File: config.mk
export PLATFORM = sky130hd
export DESIGN_NAME = pid_stage_scheduler
export DESIGN_NICKNAME = d
export VERILOG_FILES = /design/src/rtl/fanctrl_pkg.sv /design/src/rtl/pid_mac_unit.sv /design/src/rtl/pid_stage_scheduler.sv
export SDC_FILE = /design/constraint.sdc
export NUM_CORES = 1
export LEC_CHECK = 0
export ABC_AREA = 1
export BUFFER_PORTS_ARGS = -buffer_cell sky130_fd_sc_hd__buf_2
export CAP_MARGIN = 20
export CORE_AREA = 3 3 121 77
export DETAILED_ROUTE_END_ITERATION = 10
export DIE_AREA = 0 0 124 80
export GPL_ROUTABILITY_DRIVEN = 0
export PLACE_DENSITY = 0.82
export SETUP_SLACK_MARGIN = 0.4
export SYNTH_ARGS = -nofsm -noshare
export SYNTH_HDL_FRONTEND = slang
export SYNTH_SLANG_ARGS = --single-unit
File: constraint.sdc
create_clock -name clk -period 10 [get_ports clk]
set_input_delay 1 -clock clk [delete_from_list [all_inputs] [get_ports clk]]
set_output_delay 1 -clock clk [all_outputs]
set_load 0.03 [all_outputs]
File: src/rtl/fanctrl_pkg.sv
// Shared types and sizing helpers for the fan-controller PID datapath.
package fanctrl_pkg;

  typedef enum logic [2:0] {
    StIdle    = 3'd0,
    StCapture = 3'd1,
    StMac0    = 3'd2,
    StMac1    = 3'd3,
    StMac2    = 3'd4,
    StUpdate  = 3'd5
  } state_e;

  function automatic int acc_width(input int adc_bw, input int coeff_bw);
    return adc_bw + coeff_bw + 3;
  endfunction

  function automatic int u_min(input int adc_bw, input int frac_bits);
    return -((2 ** adc_bw) << frac_bits);
  endfunction

  function automatic int u_max(input int adc_bw, input int frac_bits);
    return (((2 ** adc_bw) - 1) << frac_bits) + ((2 ** frac_bits) - 1);
  endfunction

endpackage

File: src/rtl/pid_mac_unit.sv
// Shared signed multiply-accumulate; clr restarts the sum with the current product.
module pid_mac_unit
  import fanctrl_pkg::*;
#(
  parameter int unsigned XW   = 5,
  parameter int unsigned CW   = 8,
  parameter int unsigned AccW = 15
) (
  input  logic                   clk,
  input  logic                   rst,
  input  logic                   clr_i,
  input  logic                   en_i,
  input  logic signed [CW-1:0]   coeff_i,
  input  logic signed [XW-1:0]   x_i,
  output logic signed [AccW-1:0] acc_o
);

  localparam int unsigned PW = XW + CW;

  logic signed [PW-1:0]   coeff_ext, x_ext, prod;
  logic signed [AccW-1:0] prod_ext, base, acc_q, acc_d;

  always_comb begin
    coeff_ext = $signed({{XW{coeff_i[CW-1]}}, coeff_i});
    x_ext     = $signed({{CW{x_i[XW-1]}}, x_i});
    prod      = coeff_ext * x_ext;
    prod_ext  = $signed({{(AccW - PW){prod[PW-1]}}, prod});
    base      = clr_i ? '0 : acc_q;
    acc_d     = en_i ? (base + prod_ext) : acc_q;
  end

  always_ff @(posedge clk) begin
    if (rst) acc_q <= '0;
    else     acc_q <= acc_d;
  end

  assign acc_o = acc_q;

endmodule

File: src/rtl/pid_stage_scheduler.sv
// Fixed five-stage incremental PID sequencer driven by an inline sample-tick divider.
module pid_stage_scheduler
  import fanctrl_pkg::*;
#(
  parameter int unsigned ADC_BITWIDTH   = 4,
  parameter int unsigned CLK_DIV        = 199999,
  parameter int unsigned COEFF_BITWIDTH = 8,
  parameter int unsigned FRAC_BITS      = 4,
  parameter int          B0             = 16,
  parameter int          B1             = -8,
  parameter int          B2             = 0
) (
  input  logic                           clk,
  input  logic                           rst,
  input  logic                           ena,
  input  logic        [ADC_BITWIDTH-1:0] adc_val,
  input  logic        [ADC_BITWIDTH-1:0] set_val,
  output logic signed [ADC_BITWIDTH:0]   pid_val,
  output logic                           pid_valid,
  output logic                           tick,
  output logic                           busy,
  output logic        [2:0]              stage
);

  localparam int unsigned EW   = ADC_BITWIDTH + 1;
  localparam int unsigned CW   = COEFF_BITWIDTH;
  localparam int unsigned AccW = acc_width(ADC_BITWIDTH, COEFF_BITWIDTH);
  localparam int unsigned CntW = (CLK_DIV < 2) ? 1 : $clog2(CLK_DIV + 1);

  localparam logic signed [AccW:0] UMin = (AccW + 1)'(u_min(ADC_BITWIDTH, FRAC_BITS));
  localparam logic signed [AccW:0] UMax = (AccW + 1)'(u_max(ADC_BITWIDTH, FRAC_BITS));

  localparam logic signed [CW-1:0] CoefB0 = CW'(B0);
  localparam logic signed [CW-1:0] CoefB1 = CW'(B1);
  localparam logic signed [CW-1:0] CoefB2 = CW'(B2);

  if (CLK_DIV < 5) begin : g_clk_div_check
    $error("pid_stage_scheduler: CLK_DIV must be >= 5");
  end

  state_e                 state_q, state_d;
  logic [CntW-1:0]        cnt_q, cnt_d;
  logic signed [EW-1:0]   e0_q, e0_d, e1_q, e1_d, e2_q, e2_d;
  logic signed [AccW-1:0] u_q, u_d, u_clamp;
  logic signed [AccW:0]   u_sum;
  logic signed [EW-1:0]   pid_q, pid_d;
  logic                   valid_q, valid_d;

  logic                   mac_clr, mac_en;
  logic signed [CW-1:0]   mac_coeff;
  logic signed [EW-1:0]   mac_x;
  logic signed [AccW-1:0] acc;

  assign tick = ena && (cnt_q == CntW'(CLK_DIV));

  always_comb begin
    cnt_d = cnt_q;
    if (ena) cnt_d = tick ? '0 : cnt_q + 1'b1;
  end

  // One extra bit on the sum so the clamp sees the true value before any wrap.
  always_comb begin
    u_sum   = $signed({u_q[AccW-1], u_q}) + $signed({acc[AccW-1], acc});
    u_clamp = u_sum[AccW-1:0];
    if (u_sum > UMax)      u_clamp = UMax[AccW-1:0];
    else if (u_sum < UMin) u_clamp = UMin[AccW-1:0];
  end

  always_comb begin
    state_d   = state_q;
    e0_d      = e0_q;
    e1_d      = e1_q;
    e2_d      = e2_q;
    u_d       = u_q;
    pid_d     = pid_q;
    valid_d   = 1'b0;
    mac_clr   = 1'b0;
    mac_en    = 1'b0;
    mac_coeff = CoefB0;
    mac_x     = e0_q;
    unique case (state_q)
      StIdle: if (tick) state_d = StCapture;
      StCapture: begin
        e0_d    = $signed({1'b0, set_val}) - $signed({1'b0, adc_val});
        state_d = StMac0;
      end
      StMac0: begin
        mac_clr = 1'b1;
        mac_en  = 1'b1;
        state_d = StMac1;
      end
      StMac1: begin
        mac_en    = 1'b1;
        mac_coeff = CoefB1;
        mac_x     = e1_q;
        state_d   = StMac2;
      end
      StMac2: begin
        mac_en    = 1'b1;
        mac_coeff = CoefB2;
        mac_x     = e2_q;
        state_d   = StUpdate;
      end
      StUpdate: begin
        u_d     = u_clamp;
        e2_d    = e1_q;
        e1_d    = e0_q;
        // Clamped value is in range, so the bit slice is exactly a floor shift.
        pid_d   = u_clamp[FRAC_BITS+ADC_BITWIDTH -: EW];
        valid_d = 1'b1;
        state_d = StIdle;
      end
      default: state_d = StIdle;
    endcase
  end

  always_ff @(posedge clk) begin
    if (rst) begin
      state_q <= StIdle;
      cnt_q   <= '0;
      e0_q    <= '0;
      e1_q    <= '0;
      e2_q    <= '0;
      u_q     <= '0;
      pid_q   <= '0;
      valid_q <= 1'b0;
    end else begin
      state_q <= state_d;
      cnt_q   <= cnt_d;
      e0_q    <= e0_d;
      e1_q    <= e1_d;
      e2_q    <= e2_d;
      u_q     <= u_d;
      pid_q   <= pid_d;
      valid_q <= valid_d;
    end
  end

  pid_mac_unit #(
    .XW   (EW),
    .CW   (CW),
    .AccW (AccW)
  ) u_mac (
    .clk     (clk),
    .rst     (rst),
    .clr_i   (mac_clr),
    .en_i    (mac_en),
    .coeff_i (mac_coeff),
    .x_i     (mac_x),
    .acc_o   (acc)
  );

  assign pid_val   = pid_q;
  assign pid_valid = valid_q;
  assign busy      = (state_q != StIdle);
  assign stage     = state_q;

endmodule

==> results of run 1 <==
[area by class of cell]
cell class | instances | area, sq um
multi-input combinational | 510 | 3440
fill | 674 | 2480
sequential | 67 | 1340
inverter | 128 | 480
clock buffer | 9 | 225
tap | 112 | 140
timing repair buffer | 24 | 128
clock inverter | 6 | 90.1
[state kept, by name, indices dropped and copies added (netlist names)]
register     count
e0_q             5
e1_q             5
stage            3
u_mac.acc_o     15
u_q             15
pid_valid        1
e2_q             5
cnt_q           18
[per-layer routing]
metal,track usage (%),vias up
met2,44.0,221
met4,8.09,0
met1,38.8,2253
li1,-,2344
met5,0,-
met3,7.29,26
[synth_stat cells (2+ instances only)]
master,count
nand3_1,33
clkbuf_1,8
o21ai_1,2
nand3_2,5
xnor2_1,9
o21ai_0,50
a21oi_2,8
o211ai_1,3
dfxtp_1,67
nor2_1,53
ha_1,47
nand2_2,5
inv_1,124
nor3_1,12
buf_4,5
fa_1,34
nor2_2,4
and2_1,2
inv_2,2
nand4_1,11
xor2_1,14
o21bai_1,6
nand2_1,142
or2_2,2
a21oi_1,53
a221oi_1,3
clkinv_1,2
[worst max-delay path, delay by kind of cell, from the launching register on]
family | cells | cell delay (ns)
compound gates | 7 | 1.24
flops | 1 | 0.35
xor+xnor | 1 | 0.09
fa+ha+maj | 5 | 2.52
simple gates | 3 | 0.38
buf+inv | 7 | 0.79
[through the flow]
stage	setup slack [ns]	cell area (sq um)	hold WS, ns	util (%)
after floorplan	4.74	5330	0.437	-
final	4.50	5840	0.461	70.2
after global routing	3.91	5840	0.483	70.2
after CTS	4.32	5840	0.462	70.1
after detailed placement	4.36	5520	0.453	66.3
after global placement	4.55	5520	0.446	66.3
[cells by family (layout without fill, tap and decap cells)]
| logic type | Yosys count | count (layout) | share of synthesized area (%) |
|---|---|---|---|
| adder cells (fa/ha/maj) | 81 | 81 | 23.8 |
| XOR/XNOR | 24 | 24 | 4.08 |
| buffers and inverters | 143 | 167 | 10.4 |
| flip-flops | 67 | 67 | 25.2 |
| AND/OR/NAND/NOR | 273 | 273 | 22.5 |
| AO/OA/AOI/OAI | 132 | 132 | 14.1 |
[how the worst min path moves through the flow]
stage | end | slack, ns | depth (start not counted)
6_report | u_mac.acc_o[2] | 0.46 | 2
3_5_place_dp | u_mac.acc_o[2] | 0.45 | 2
5_1_grt | u_mac.acc_o[2] | 0.48 | 2
2_1_floorplan | cnt_q[9] | 0.44 | 2
4_1_cts | u_mac.acc_o[2] | 0.46 | 2
3_3_place_gp | cnt_q[9] | 0.45 | 2
[power by group through the flow]
stage / sequential, W / clock [W] / combinational, W
2_1_floorplan: 0.000291 / 0 / 0.000134
3_3_place_gp: 0.000292 / 0 / 0.000169
3_5_place_dp: 0.000292 / 0 / 0.000175
4_1_cts: 0.000287 / 0.000342 / 0.000180
5_1_grt: 0.000288 / 0.000352 / 0.000204
6_report: 0.000288 / 0.000339 / 0.000181
==> impl_metrics.tcl, run 1 <==
set metrics [dict create \
    fin_crit_sh_pct 55.0 \
    power.internal_w 0.000561 \
    slew_headroom_pct 43.8 \
    synth-async-reset-ratio_pct 0 \
    num_io_pins 22 \
    crit_slowest_cell "fa_1" \
    insertion_delay_ns 0.34 \
    holdCritPathClass "reg -> reg" \
    setup_viol 0 \
    drt_first_pass_iters 5 \
    cts_inserted_buffers 9 \
    cts.sinks 67 \
    cp_max_fo 10 \
    met3WireLength_mm 1.14 \
    power.share.combinational_pct 22.4 \
    grt_max_degree 42 \
    total_power_w 0.000808 \
    required_ns 10.23 \
    clock_path_buffers 2 \
    route.met2.wl_mm 5.69 \
    via_per_inst 5.66 \
    ff2ff_path_depth 23 \
    fin_nets 832 \
    ir_drop_uv 121 \
    yosysWarnings 0 \
    p_per_area_nw_per_um2 138 \
    antenna_left 0 \
    seqPwrFrac_pct 35.6 \
    final.setup.tns_ns 0 \
    cts_tree "done" \
    synth_seq_area_share_pct 25.2 \
    synth_edf_count 0 \
    synth_top_area_share_pct 25.2 \
    layout_min_cycle_time_ns 5.50 \
    final_cell_mix "142 x nand2_1, 124 x inv_1, 67 x dfxtp_1" \
    wirelength_met1_mm 5.77 \
    dp_hpwl_mm 9.79 \
    hp-start "u_mac.acc_o[2]" \
    timing.rr.end "u_mac.acc_o[12]" \
    avgSynthCellArea_sq_um 7.41 \
    worstPathCellList "inv_1 -> nand2_1 -> nor2_1 -> clkinv_1 -> o21ai_0 -> o21ai_1 -> inv_1 -> nor2_1 -> fa_1 -> inv_1 -> fa_1 -> inv_1 -> fa_1 -> ha_1 -> ha_1 -> a21oi_1 -> o21ai_0 -> a21oi_1 -> inv_1 -> a31oi_1 -> xor2_1 -> o21bai_1 -> inv_1" \
    drtIter0Drc 323 \
    cap_violations 0 \
    r2r_slack_ns 4.50 \
    die_w_um 124 \
    p_leak_nw 3.06 \
    fmax_mhz 182 \
    crit_start "stage[2]" \
    fin_cells 856 \
    path_class "reg -> reg" \
    cp_common_cell "inv_1" \
    startpoint_type "flop" \
    slew_viol_final 0 \
    netlist_area_sq_um 5330 \
    synth_top_area_cell "dfxtp_1" \
    cts_root_buffer "clkbuf_16" \
    gr-total-overflow 0 \
    post_cts_buffers 0 \
    cts_hold_buf 0 \
    fin_skew_ns 0.00995 \
    crit_path_max_incr_delay_ns 0.81 \
    route.detailed.drc 0 \
    path_clk_slew_ns 0.06 \
    cp-end-kind "flop" \
    final_layout_size_suffix_gt1_share_pct 9.41 \
    status "completed" \
    rows 26 \
    dieArea_sq_um 9920 \
    grt.total_usage_pct 28.3 \
    dp.cells 840 \
    port_buffers 21 \
    p_switching_w 0.000246 \
    worstPathArrival_ns 5.73 \
    fp.dieH_um 80 \
    post_drt_wl_per_cell_um 15.0 \
    p_clk_share_pct 42.0 \
    syn-num-nets 812 \
    synthCells 720 \
    totalWireLength_mm 12.8 \
    start_util_pct 64.0 \
    ys.flop_type "dfxtp_1" \
    htreeDepth 3 \
    yosysUniqueCellTypes 41 \
    cts_resized 0 \
    antenna_found_initial 0 \
    r2r-start "stage[2]" \
    topRoutingLayerUsed "met4" \
    core-area_sq_um 8330 \
    antenna_cells 0 \
    p_sw_share_pct 30.5 \
    final_common_cell "nand2_1" \
    grt_pass1_wl_mm 22.0 \
    ys_ff_latch 67 \
    hold_viol 0 \
    tightest_slew_ns 0.840 \
    area_delta_synth_final_pct 9.60 \
    grt_pass1_vias 4758 \
    ys_top_cells_by_area "dfxtp_1 25%, fa_1 13%, ha_1 11%" \
    rsz0062_at_grt "false" \
    via_count 4844 \
    cp-endpoint "u_mac.acc_o[12]" \
]
Note: power is estimated with default switching activity, not from simulation.
==> run 2, diff against run 1 <==
--- a/config.mk
+++ b/config.mk
@@ -8,11 +8,11 @@
 export ABC_AREA = 1
 export BUFFER_PORTS_ARGS = -buffer_cell sky130_fd_sc_hd__buf_2
 export CAP_MARGIN = 20
-export CORE_AREA = 3 3 121 77
+export CORE_AREA = 3 3 129 81
 export DETAILED_ROUTE_END_ITERATION = 10
-export DIE_AREA = 0 0 124 80
+export DIE_AREA = 0 0 132 84
 export GPL_ROUTABILITY_DRIVEN = 0
-export PLACE_DENSITY = 0.82
+export PLACE_DENSITY = 0.77
 export SETUP_SLACK_MARGIN = 0.4
 export SYNTH_ARGS = -nofsm -noshare
 export SYNTH_HDL_FRONTEND = slang
==> constraint.sdc (replaced) <==
create_clock -name clk -period 5 [get_ports clk]
set_input_delay 0.5 -clock clk [delete_from_list [all_inputs] [get_ports clk]]
set_output_delay 0.5 -clock clk [all_outputs]
set_load 0.03 [all_outputs]
==> run 2 against run 1 <==
- sequential power is 99% higher
- total power is 99% higher
- sequential share of layout area is 1.6 points lower
- hold slack worse by 0.0025 ns
- count of clock-buffer cells in the layout is 1 higher
- cell count is 5.1% higher
- register-to-register slack worse by 4.0 ns
- setup slack worse by 4.0 ns
- routed wire length is 6.4% higher
- clock power is 78% higher
- flip-flop and latch count stayed put
- critical path type unchanged
- critical endpoint is now u_mac.acc_o[13]
==> impl_metrics.tcl, run 2 (synthesis results as in run 1) <==
set metrics [dict create \
    path_class "reg -> reg" \
    worstPathArrival_ns 4.69 \
    seq_area_sq_um 1350 \
    ir_drop_uv 217 \
    grt_pass1_vias 4817 \
    final_common_cell "nand2_1" \
    startpoint_type "flop" \
    cts_inserted_buffers 9 \
    cts_tree "done" \
    slew_viol_final 0 \
    cp_max_fo 6 \
    cts_root_buffer "clkbuf_16" \
    multi_input_area_sq_um 3730 \
    insertion_delay_ns 0.33 \
    grt_pass1_wl_mm 22.5 \
    via_per_inst 5.47 \
    grt_max_degree 42 \
    antenna_cells 0 \
    postPlaceCellArea_sq_um 5640 \
    antenna_found_initial 0 \
    fin_nets 857 \
    port_buffers 21 \
    grt.total_usage_pct 24.8 \
    p_leak_nw 3.17 \
    fin_crit_sh_pct 89.3 \
    gr-total-overflow 0 \
    route.detailed.drc 0 \
    fillerInstances 714 \
    layout_min_cycle_time_ns 4.47 \
    antenna_left 0 \
    holdCritPathClass "reg -> reg" \
    path_clk_slew_ns 0.06 \
    hold_viol 0 \
    post_drt_wl_per_cell_um 15.2 \
    cts.sinks 67 \
    via_count 4919 \
    clock_path_buffers 2 \
    dieArea_sq_um 11100 \
    area_delta_synth_final_pct 18.9 \
    largest-register "cnt_q" \
    cp-end-kind "flop" \
    slew_headroom_pct 38.8 \
    drtIter0Drc 411 \
    setup_viol 0 \
    rows 27 \
    fp.dieH_um 84 \
    rsz0062_at_grt "false" \
    cap_violations 0 \
    dp_hpwl_mm 10.1 \
    p_per_area_nw_per_um2 254 \
    core-area_sq_um 9220 \
    start_util_pct 57.8 \
    final.setup.tns_ns 0 \
    final_cell_mix "139 x nand2_1, 118 x inv_1, 64 x dfxtp_1" \
    status "completed" \
    totalWireLength_mm 13.6 \
    htreeDepth 3 \
    num_io_pins 22 \
    postLayoutCellArea_sq_um 6340 \
    fmax_mhz 224 \
    required_ns 5.22 \
    fin_skew_ns 0.00889 \
    tightest_slew_ns 0.911 \
    largest_register_ffs 18 \
    die_w_um 132 \
    final_layout_size_suffix_gt1_share_pct 18.6 \
    drt_first_pass_iters 7 \
]
==> run 2: cell types whose count changed in the layout (fill, tap and decap cells not counted), sizes merged <==
cell,previous run,this run
buf,24,49
inv,127,128
clkbuf,9,10
bufinv,2,0
clkinv,4,5
==> run 2: final cells by class <==
type | count | share of cell area [%]
flip-flops and latches | 67 | 21.3
repair buffers | 49 | 5.03
clock buffers | 10 | 3.77
inverters | 128 | 7.69
clock inverters | 6 | 0.750
multi-input cells | 510 | 58.9
well taps | 130 | 2.56
==> run 2: routing by layer <==
layer	vias up	GRT usage [%]	part of all wire, %
met4	0	6.67	1.2
met3	22	6.20	8.6
met5	-	0	0
met1	2310	34.6	45
met2	193	38.2	45
li1	2394	-	-
==> run 2: worst paths after layout <==
path,cells after the start,from,to,slack (ns)
max reg2reg,23,stage[1],u_mac.acc_o[13],0.53
min reg2reg,2,u_mac.acc_o[0],u_mac.acc_o[0],0.46
min,2,u_mac.acc_o[0],u_mac.acc_o[0],0.46
max,23,stage[1],u_mac.acc_o[13],0.53
==> run 2: worst max-delay path, stage by stage (launching register included) <==
cell	delay, ns
dfxtp_4	0.38
nor2_1	0.05
inv_1	0.10
nor2_4	0.06
buf_4	0.16
nor2_4	0.16
inv_2	0.07
o21ai_4	0.16
inv_2	0.06
nor2_4	0.11
fa_2	0.48
buf_4	0.17
fa_1	0.51
fa_1	0.49
ha_1	0.35
ha_4	0.31
nand2_1	0.07
inv_1	0.06
nand4_1	0.09
o211ai_1	0.12
xor2_1	0.19
nand2_1	0.07
o211ai_1	0.09
inv_1	0.05
==> run 2: what timing repair did <==
| action | in CTS | in global routing |
|---|---|---|
| hold buffers | 0 | 0 |
| pin swaps | 4 | 22 |
| endpoints found under the setup margin | 5 | 5 |
| setup buffers | 6 | 15 |
| gates resized for setup | 16 | 35 |
| gates cloned | 0 | 0 |
==> run 2: power by group <==
| group | switching (W) | total, W | internal [W] |
|---|---|---|---|
| Clock | 0.000249 | 0.000602 | 0.000353 |
| Sequential | 0.0000193 | 0.000574 | 0.000555 |
| Combinational | 0.000255 | 0.000432 | 0.000178 |
==> run 2: through the flow <==
stage | power [W] | hold slack, ns | utilization [%] | instances | worst slack (ns)
after floorplan | 0.000857 | 0.437 | - | 720 | 0.445
after global placement | 0.000928 | 0.448 | 61.1 | 863 | 0.262
after detailed placement | 0.000942 | 0.454 | 61.1 | 863 | 0.109
after CTS | 0.00156 | 0.462 | 65.5 | 885 | 0.383
after global routing | 0.00170 | 0.495 | 68.8 | 900 | 0.334
final | 0.00161 | 0.458 | 68.8 | 900 | 0.533
==> run 3, diff against run 2 <==
--- a/config.mk
+++ b/config.mk
@@ -8,11 +8,11 @@
 export ABC_AREA = 1
 export BUFFER_PORTS_ARGS = -buffer_cell sky130_fd_sc_hd__buf_2
 export CAP_MARGIN = 20
-export CORE_AREA = 3 3 129 81
+export CORE_AREA = 3 3 123 78
 export DETAILED_ROUTE_END_ITERATION = 10
-export DIE_AREA = 0 0 132 84
+export DIE_AREA = 0 0 126 81
 export GPL_ROUTABILITY_DRIVEN = 0
-export PLACE_DENSITY = 0.77
+export PLACE_DENSITY = 0.8
 export SETUP_SLACK_MARGIN = 0.4
 export SYNTH_ARGS = -nofsm -noshare
 export SYNTH_HDL_FRONTEND = slang
==> constraint.sdc (replaced) <==
create_clock -name clk -period 4.5 [get_ports clk]
set_input_delay 0.45 -clock clk [delete_from_list [all_inputs] [get_ports clk]]
set_output_delay 0.45 -clock clk [all_outputs]
set_load 0.03 [all_outputs]
==> run 3 against run 2 <==
- the flow now finishes with violations (negative setup slack)
- first-iteration DRC count down 0.97%
- hold slack worse by 0.032 ns
- register-to-register slack worse by 0.56 ns
- maximum frequency down 1.4%
- critical path type unchanged
- critical endpoint is now u_mac.acc_o[11]
==> impl_metrics.tcl, run 3 (synthesis results as in run 1) <==
set metrics [dict create \
    holdCritPathClass "in -> reg" \
    tightest_slew_ns 1.03 \
    final_common_cell "nand2_1" \
    fin_crit_sh_pct 101 \
    final_cell_mix "137 x nand2_1, 113 x inv_1, 64 x dfxtp_1" \
    fin_hold_ws_ns 0.426 \
    antenna_found_initial 0 \
    fin_nets 873 \
    core-area_sq_um 8460 \
    setup_viol 1 \
    cts.sinks 67 \
    dp_hpwl_mm 10.3 \
    cts_hold_buf 0 \
    num_io_pins 22 \
    cap_violations 0 \
    clock_path_buffers 2 \
    grt.total_usage_pct 30.1 \
    insertion_delay_ns 0.34 \
    setup_ws_ns -0.0294 \
    gr-total-overflow 0 \
    largest-register "cnt_q" \
    cts_tree "done" \
    cp_max_fo 8 \
    p_leak_nw 3.26 \
    dieArea_sq_um 10200 \
    fillerInstances 561 \
    crit_start "stage[1]" \
    rsz0062_at_grt "true" \
    dp.cells 847 \
    multi_input_area_sq_um 3890 \
    fp.dieH_um 81 \
    p_per_area_nw_per_um2 285 \
    route.detailed.drc 0 \
    fmax_mhz 221 \
    startpoint_type "flop" \
    via_count 5124 \
    seq_area_sq_um 1350 \
    hp-start "adc_val[0]" \
    largest_register_ffs 18 \
    die_w_um 126 \
    grt_pass1_wl_mm 24.4 \
    cts_inserted_buffers 9 \
    post_drt_wl_per_cell_um 16.6 \
    slew_headroom_pct 30.8 \
    required_ns 4.73 \
    path_clk_slew_ns 0.06 \
    hold_viol 0 \
    drtIter0Drc 407 \
    port_buffers 21 \
    path_class "reg -> reg" \
    fin_skew_ns 0.00977 \
    rows 26 \
    grt_pass1_vias 4881 \
    htreeDepth 3 \
    ir_drop_uv 236 \
    start_util_pct 63.0 \
    slew_viol_final 0 \
    via_per_inst 5.71 \
    grt_max_degree 43 \
    cts_root_buffer "clkbuf_16" \
    final_layout_size_suffix_gt1_share_pct 23.2 \
    r2r-start "stage[1]" \
    area_delta_synth_final_pct 25.6 \
    fin_cells 898 \
    drt_first_pass_iters 5 \
    antenna_left 0 \
    totalWireLength_mm 14.9 \
    cp-end-kind "flop" \
    layout_min_cycle_time_ns 4.53 \
    worstPathArrival_ns 4.76 \
    status "finished with violations" \
    antenna_cells 0 \
    violations "negative setup slack" \
]
[run 3: cell count changes in the layout (fill, tap and decap cells not counted), moves of 4 or more]
cell,before,now
buf_12,0,5
buf_4,27,33
buf_6,1,6
ha_1,35,28
ha_4,11,19
inv_1,118,113
nor2_1,47,43
[run 3: stage by stage]
stage / TNS, ns / setup WS (ns) / total power [W] / utilization [%] / area [sq um]
after floorplan: 0 / 0.231 / 0.000994 / - / 5570
after detailed placement: -0.109 / -0.109 / 0.00110 / 68.8 / 5820
final: -0.0294 / -0.0294 / 0.00191 / 79.2 / 6700
after global routing: -0.756 / -0.241 / 0.00200 / 79.2 / 6700
after CTS: 0 / 0.173 / 0.00187 / 77.3 / 6540
after global placement: 0 / 0.118 / 0.00108 / 68.8 / 5820
[run 3: routing by layer]
| metal | track usage, % | wire, um |
|---|---|---|
| met1 | 41.1 | 6720 |
| met5 | 0 | 0 |
| met2 | 48.5 | 6860 |
| met3 | 6.90 | 1120 |
| met4 | 8.57 | 238 |
[run 3: path summary, 6_finish.rpt]
kind	to	slack, ns	cells past startpoint
max	u_mac.acc_o[11]	-0.03	23
min	e0_q[0]	0.43	3
max reg2reg	u_mac.acc_o[11]	-0.03	23
min reg2reg	u_mac.acc_o[2]	0.47	2
[run 3: critical path, cell delays in order (launching register included)]
cell and delay [ns]:
dfxtp_4 0.39, buf_12 0.11, nand2_4 0.05, nor2_4 0.16, clkinv_4 0.13, o21ai_4 0.16
o21ai_4 0.09, buf_4 0.14, fa_1 0.55, inv_2 0.04, fa_1 0.49, inv_2 0.05
fa_1 0.56, ha_4 0.23, buf_4 0.14, fa_2 0.37, nand3_2 0.09, nand2_4 0.06
a21oi_2 0.15, nor2_1 0.06, nor2_1 0.13, xnor2_1 0.08, o21bai_1 0.15, inv_1 0.05
[run 3: area by class of cell]
class / instances / share of cell area [%]
well taps: 112 / 2.09
multi-input cells: 510 / 58.0
clock buffers: 9 / 3.36
inverters: 128 / 7.42
flip-flops and latches: 67 / 20.2
clock inverters: 7 / 1.12
repair buffers: 65 / 7.77
[run 3: repair_timing]
action / in CTS / in global routing
gates resized for setup: 37 / 16
setup buffers: 25 / 10
pin swaps: 35 / 39
endpoints found under the setup margin: 7 / 8
[run 3: power breakdown]
part / switching (W) / total [W] / internal (W)
Sequential: 0.0000256 / 0.000642 / 0.000617
Clock: 0.000286 / 0.000717 / 0.000431
Combinational: 0.000310 / 0.000552 / 0.000242
Total: 0.000621 / 0.00191 / 0.00129
